**src/rtl/apb_cmd_master.sv**
```systemverilog
// APB master: valid/ready command stream in, one APB transfer and one response per command out.
// Address-decoded one-hot PSEL across NUM_SLAVES slaves, with an optional wait-state timeout.
module apb_cmd_master #(
  parameter int ADDR_WIDTH     = 8,
  parameter int DATA_WIDTH     = 8,
  parameter int NUM_SLAVES     = 4,
  parameter int TIMEOUT_CYCLES = 16
) (
  input  logic                             pclk,
  input  logic                             rst,
  input  logic                             cmd_valid,
  output logic                             cmd_ready,
  input  logic                             cmd_write,
  input  logic [ADDR_WIDTH-1:0]            cmd_addr,
  input  logic [DATA_WIDTH-1:0]            cmd_wdata,
  input  logic [DATA_WIDTH/8-1:0]          cmd_strb,
  output logic                             rsp_valid,
  output logic [DATA_WIDTH-1:0]            rsp_rdata,
  output logic                             rsp_err,
  output logic                             rsp_timeout,
  output logic [NUM_SLAVES-1:0]            psel,
  output logic                             penable,
  output logic                             pwrite,
  output logic [ADDR_WIDTH-1:0]            paddr,
  output logic [DATA_WIDTH-1:0]            pwdata,
  output logic [DATA_WIDTH/8-1:0]          pstrb,
  input  logic [NUM_SLAVES*DATA_WIDTH-1:0] prdata,
  input  logic [NUM_SLAVES-1:0]            pready,
  input  logic [NUM_SLAVES-1:0]            pslverr
);

  localparam int SEL_BITS = $clog2(NUM_SLAVES);
  // Keep the counter at least one bit wide so TIMEOUT_CYCLES = 0 still elaborates.
  localparam int CW       = (TIMEOUT_CYCLES > 0) ? $clog2(TIMEOUT_CYCLES + 1) : 1;
  localparam int TL       = (TIMEOUT_CYCLES > 0) ? TIMEOUT_CYCLES - 1 : 0;
  localparam logic [CW-1:0] T_LAST = CW'(TL);

  typedef enum logic [1:0] {IDLE, SETUP, ACCESS} state_t;

  state_t                state;
  logic [SEL_BITS-1:0]   sel_idx;
  logic [CW-1:0]         wait_cnt;
  logic                  sel_ready;
  logic                  sel_err;
  logic [DATA_WIDTH-1:0] sel_rdata;

  assign cmd_ready = (state == IDLE) && !rst;

  always_comb begin
    sel_ready = pready[sel_idx];
    sel_err   = pslverr[sel_idx];
    sel_rdata = prdata[sel_idx*DATA_WIDTH +: DATA_WIDTH];
  end

  always_ff @(posedge pclk) begin
    if (rst) begin
      state       <= IDLE;
      sel_idx     <= '0;
      wait_cnt    <= '0;
      psel        <= '0;
      penable     <= 1'b0;
      pwrite      <= 1'b0;
      paddr       <= '0;
      pwdata      <= '0;
      pstrb       <= '0;
      rsp_valid   <= 1'b0;
      rsp_rdata   <= '0;
      rsp_err     <= 1'b0;
      rsp_timeout <= 1'b0;
    end else begin
      rsp_valid <= 1'b0;
      case (state)
        IDLE: begin
          if (cmd_valid) begin
            paddr   <= cmd_addr;
            pwrite  <= cmd_write;
            pwdata  <= cmd_wdata;
            pstrb   <= cmd_write ? cmd_strb : '0;
            sel_idx <= cmd_addr[ADDR_WIDTH-1 -: SEL_BITS];
            psel    <= '0;
            psel[cmd_addr[ADDR_WIDTH-1 -: SEL_BITS]] <= 1'b1;
            penable <= 1'b0;
            state   <= SETUP;
          end
        end
        SETUP: begin
          penable  <= 1'b1;
          wait_cnt <= '0;
          state    <= ACCESS;
        end
        ACCESS: begin
          if (sel_ready) begin
            psel        <= '0;
            penable     <= 1'b0;
            state       <= IDLE;
            rsp_valid   <= 1'b1;
            rsp_err     <= sel_err;
            rsp_timeout <= 1'b0;
            rsp_rdata   <= pwrite ? '0 : sel_rdata;
          end else if ((TIMEOUT_CYCLES != 0) && (wait_cnt == T_LAST)) begin
            psel        <= '0;
            penable     <= 1'b0;
            state       <= IDLE;
            rsp_valid   <= 1'b1;
            rsp_err     <= 1'b1;
            rsp_timeout <= 1'b1;
            rsp_rdata   <= '0;
          end else if (wait_cnt != '1) begin
            wait_cnt <= wait_cnt + CW'(1);
          end
        end
        default: state <= IDLE;
      endcase
    end
  end

endmodule

```
**config.mk**
```make
export PLATFORM = sky130hd
export DESIGN_NAME = apb_cmd_master
export DESIGN_NICKNAME = d
export VERILOG_FILES = /design/src/rtl/apb_cmd_master.sv
export SDC_FILE = /design/constraint.sdc
export NUM_CORES = 1
export LEC_CHECK = 0
export CELL_PAD_IN_SITES_DETAIL_PLACEMENT = 1
export CELL_PAD_IN_SITES_GLOBAL_PLACEMENT = 2
export CORE_MARGIN = 2
export CORE_UTILIZATION = 36
export CTS_BUF_LIST = sky130_fd_sc_hd__clkbuf_4
export CTS_CLUSTER_SIZE = 25
export DETAILED_ROUTE_END_ITERATION = 8
export DONT_BUFFER_PORTS = 1
export GPL_TIMING_DRIVEN = 0
export PLACE_DENSITY_LB_ADDON = 0.1
export SLEW_MARGIN = 25
export SYNTH_ARGS = -nofsm -noshare
export SYNTH_HDL_FRONTEND = slang
export SYNTH_SLANG_ARGS = --single-unit
```
**constraint.sdc**
```tcl
create_clock -name pclk -period 2.7 [get_ports pclk]
set_input_delay 0.675 -clock pclk [delete_from_list [all_inputs] [get_ports pclk]]
set_output_delay 0.675 -clock pclk [all_outputs]
set_load 0.05 [all_outputs]
```
======== Word level (Yosys, flattened, before mapping) ========
Index checks and enable logic that the tools add are counted.
word-level totals
  register bits after elaboration ......... 43
  input port bits ......................... 61
  output and inout bits ................... 35
  logic and storage cells ................. 74
cells by class
  $add $sub $neg .......................... 1
  $lt $le $gt $ge ......................... 3
  eq/ne operators ......................... 9
  shift-type cells ........................ 1
  mux-type cells .......................... 31
  bitwise gates (word level) .............. 1
  reduce and logical (&&, ||, !) cells .... 15
operators with widths
  operator                                                    count
  variable part select 32 x 6 -> 8 bit                        1
  2-to-1 mux 8 bit                                            3
  2-to-1 mux 5 bit                                            3
  2-to-1 mux 1 bit                                            12
  2-to-1 mux 4 bit                                            3
  case mux 5 bit (2 select lines)                             1
  inequality test 2 bit, second input constant                4
  case mux 4 bit (2 select lines)                             1
  less-than comparator 2 x 3 -> 1 bit, second input constant  2
  2-to-1 mux 2 bit                                            3
  case mux 2 bit (3 select lines)                             1
  AND reduction 2 bit                                         3
  AND reduction 3 bit                                         2
  nonzero test 2 bit                                          3
  adder 5 x 1 -> 5 bit, second input constant                 1
  == test 5 x 4 -> 1 bit, second input constant               1
  inequality test 5 bit, second input constant                1
  binary-select mux 1 bit (select 2 bit)                      2
  AND reduction 4 bit                                         1
  inequality test 3 bit, second input constant                1
  case mux 1 bit (3 select lines)                             1
  nonzero test 3 bit                                          1
  demux 1 bit (select 2 bit)                                  1
  == test 2 x 1 -> 1 bit, second input constant               1
  7 further kinds                                             8

======== Depth between registers and ports, before layout ========
  depth in word-level cells ............... 6
  gate-level depth with buffers ........... 7
  gate-level depth less buffers ........... 7

======== Worst setup path after synthesis ========
OpenSTA, ideal clock, no wires.
  kind .................................... input-to-output
  start point ............................. input rst
  end point ............................... output cmd_ready
  data arrival time ....................... 1.940 ns
  data required time ...................... 2.025 ns
  slack ................................... 0.085 ns
  stages .................................. 2
  buffers on the path ..................... 1
  path through ............................ clkbuf_1 -> nor3_1
on the way
  cells in the longest elaborated chain, start to end .. 2
RTL lines
  element            RTL line  text
  start, declared    10        input logic rst,
  logical NOT 1 bit  47        assign cmd_ready = (state == IDLE) && !rst;
  logical AND 1 bit  47
  end, declared      12        output logic cmd_ready,
No other way between the ends.

==> results.toml <==
[sta]
rsz0062_at_grt = "no"
setup_tns_ns = 0
worst_pin_slew_ns = 0.684
drv_slew = 0
setup_viol = 0
fin_crit_ns = 2.57
fin_skew_ns = 0.0100
fmax_mhz = 389
relSlewSlack_pct = 54.3
hold_viol_final = 0
min_period_over_period_pct = 95.2

[synthesis]
syn_area_um2 = 1970
synthTopCellsByArea = "dfxtp_1, mux4_2, nand2_1"
synth_top_area_share_pct = 41.7
syn_nets = 282
synth_edf_count = 0
syn_inst = 218
synthArstFlopShare_pct = 0
synth_commonest_cells = "nand2_1, dfxtp_1, a21oi_1, inv_1"
syn_avg_cell_area_um2 = 9.03
ys_seq_area_share_pct = 41.7
synth_cell_types = 36
yosysWarnings = 0
synth_flop_cell = "dfxtp_1"
synth-seq-cells = 41
synth_largest_area_cell = "dfxtp_1"
synth_most_common_cell = "nand2_1"

[place]
gp_congestion = 0.776
port_buffers = 0
dp.cells = 288
dpl.hpwl_um = 4600

[clock_network]
cts_resized = 1
cts.sinks = 41
numCtsBuffers = 5
root_buffer = "clkbuf_4"
clk_path_buf_depth = 2
cts_hold_buf = 0
clk_pin_slew_ns = 0.13
cts_tree = "yes"
post_cts_buffers = 0
htreeDepth = 2
clk_latency_ns = 0.36

[floorplan]
rows = 26
ios = 96
die_w_um = 77.9
core_um2 = 5200
initial_utilization_pct = 37.8
dieArea_um2 = 6070
dieHeight_um = 77.9

[critical_path]
crit_fanout = 5
rr_startpoint = "paddr[6]"
cp-start-kind = "flop"
required_ns = 2.98
cp-end-kind = "flop"
cp-startpoint = "paddr[6]"
worst-setup-path-type = "flop to flop"
cp_data_arrival_time_ns = 2.85

[detailed_routing]
ant_nets = 0
via_count = 1741
drc_errors = 0
initialDrtViolationCount = 66
route.final.wire_length_um = 5860
dr.pass1.iters = 4
viasPerCell = 5.88
wire_per_inst_um = 19.8

[global_routing]
grt_remaining_overflow = 0
grt_pass1_wl_um = 9480
grt_pass1_vias = 1849
grt_start_max_net_pins = 14
antenna_found_initial = 0
grtUsageTotal_pct = 20.1

[power_and_ir_drop]
p_leak_uw = 0.000726
irDropWorstVdd_mv = 0.274
p_total_uw = 1220
power_density_nw_per_um2 = 572

[finish]
antenna_cells = 0
fin_cells = 296
nets = 289
area_growth_pct = 8.01
drive_above_1_share_pct = 8.41

[flow_run]
maxCapViolations = 0

[worst_hold_path]
hp-start = "cmd_addr[1]"
min_path_type = "input pin to flop"

[status]
outcome = "finished, final reports clean"
[through the flow]
step	setup slack, ns	area (µm²)	util (%)	hold slack, ns
2_1_floorplan	0.0845	1970	-	0.475
3_3_place_gp	-0.0467	2060	39.5	0.503
3_5_place_dp	0.191	2060	39.6	0.528
4_1_cts	0.136	2120	40.7	0.423
5_1_grt	0.0328	2130	40.8	0.422
6_report	0.131	2130	40.8	0.434
[worst max-delay path: stages, from the launching register on]
cell,delay [ns]
dfxtp_1,0.79
mux4_2,0.65
or3_1,0.39
or4_1,0.49
a31oi_1,0.18
[final cells by class]
class	instances	area (µm²)
Tap cell	70	87.6
Multi-Input combinational cell	152	1070
Sequential cell	41	821
Buffer	13	50.0
Clock buffer	5	37.5
Fill cell	630	3080
Inverter	12	45.0
Clock inverter	3	16.3
[path summary, 6_finish.rpt]
| kind | to | slack (ns) | depth (start not counted) |
|---|---|---|---|
| setup / recovery | wait_cnt[3] | 0.13 | 4 |
| hold / removal | paddr[1] | 0.43 | 2 |
| setup reg to reg | wait_cnt[3] | 0.13 | 4 |
| hold reg to reg | wait_cnt[3] | 0.55 | 2 |
[cell families (layout without fill, tap and decap cells)]
family          after synthesis  after routing  share of synthesized area [%]
mux                          12             12                           12.5
flops                        41             41                           41.7
buf+inv                      25             33                           4.83
fa+ha+maj                     3              3                           1.91
compound gates               55             55                           19.1
simple gates                 82             82                           20.0
[report_power, final]
part,switching (µW),internal (µW)
clock network,210,99.2
logic,101,62.8
registers,111,632
[flip-flops by register name, summed over array words and instances, names as in the netlist]
name,cells
pwdata,8
rsp_err,1
pwrite,1
paddr,8
wait_cnt,5
rsp_rdata,8
pstrb,1
psel,4
rsp_valid,1
state,2
rsp_timeout,1
penable,1
[placed cells by master, fill, tap and decap left out, types with 2 or more instances in the layout]
cell / count
a21oi_1: 22
a22o_1: 2
a31oi_1: 4
and2_1: 2
buf_1: 2
clkbuf_1: 10
clkbuf_4: 5
clkinv_1: 2
dfxtp_1: 41
ha_1: 3
inv_1: 12
mux2i_1: 2
mux4_2: 10
nand2_1: 43
nand2b_1: 2
nand3_1: 4
nand4_1: 2
nor2_1: 7
nor2b_1: 5
nor3_1: 2
nor4_1: 2
nor4b_1: 3
o21ai_0: 2
o2bb2ai_1: 8
o311ai_0: 8
o41ai_1: 4
or3_1: 2
or4_1: 2
[routing by layer]
layer | vias up | global-route usage (%) | wire length (µm)
met5 | - | 0 | 0
li1 | 819 | - | -
met3 | 9 | 7.56 | 506
met1 | 850 | 21.4 | 2160
met4 | 0 | 6.14 | 109
met2 | 63 | 36.5 | 3090
(Power assumes the default switching activity.)
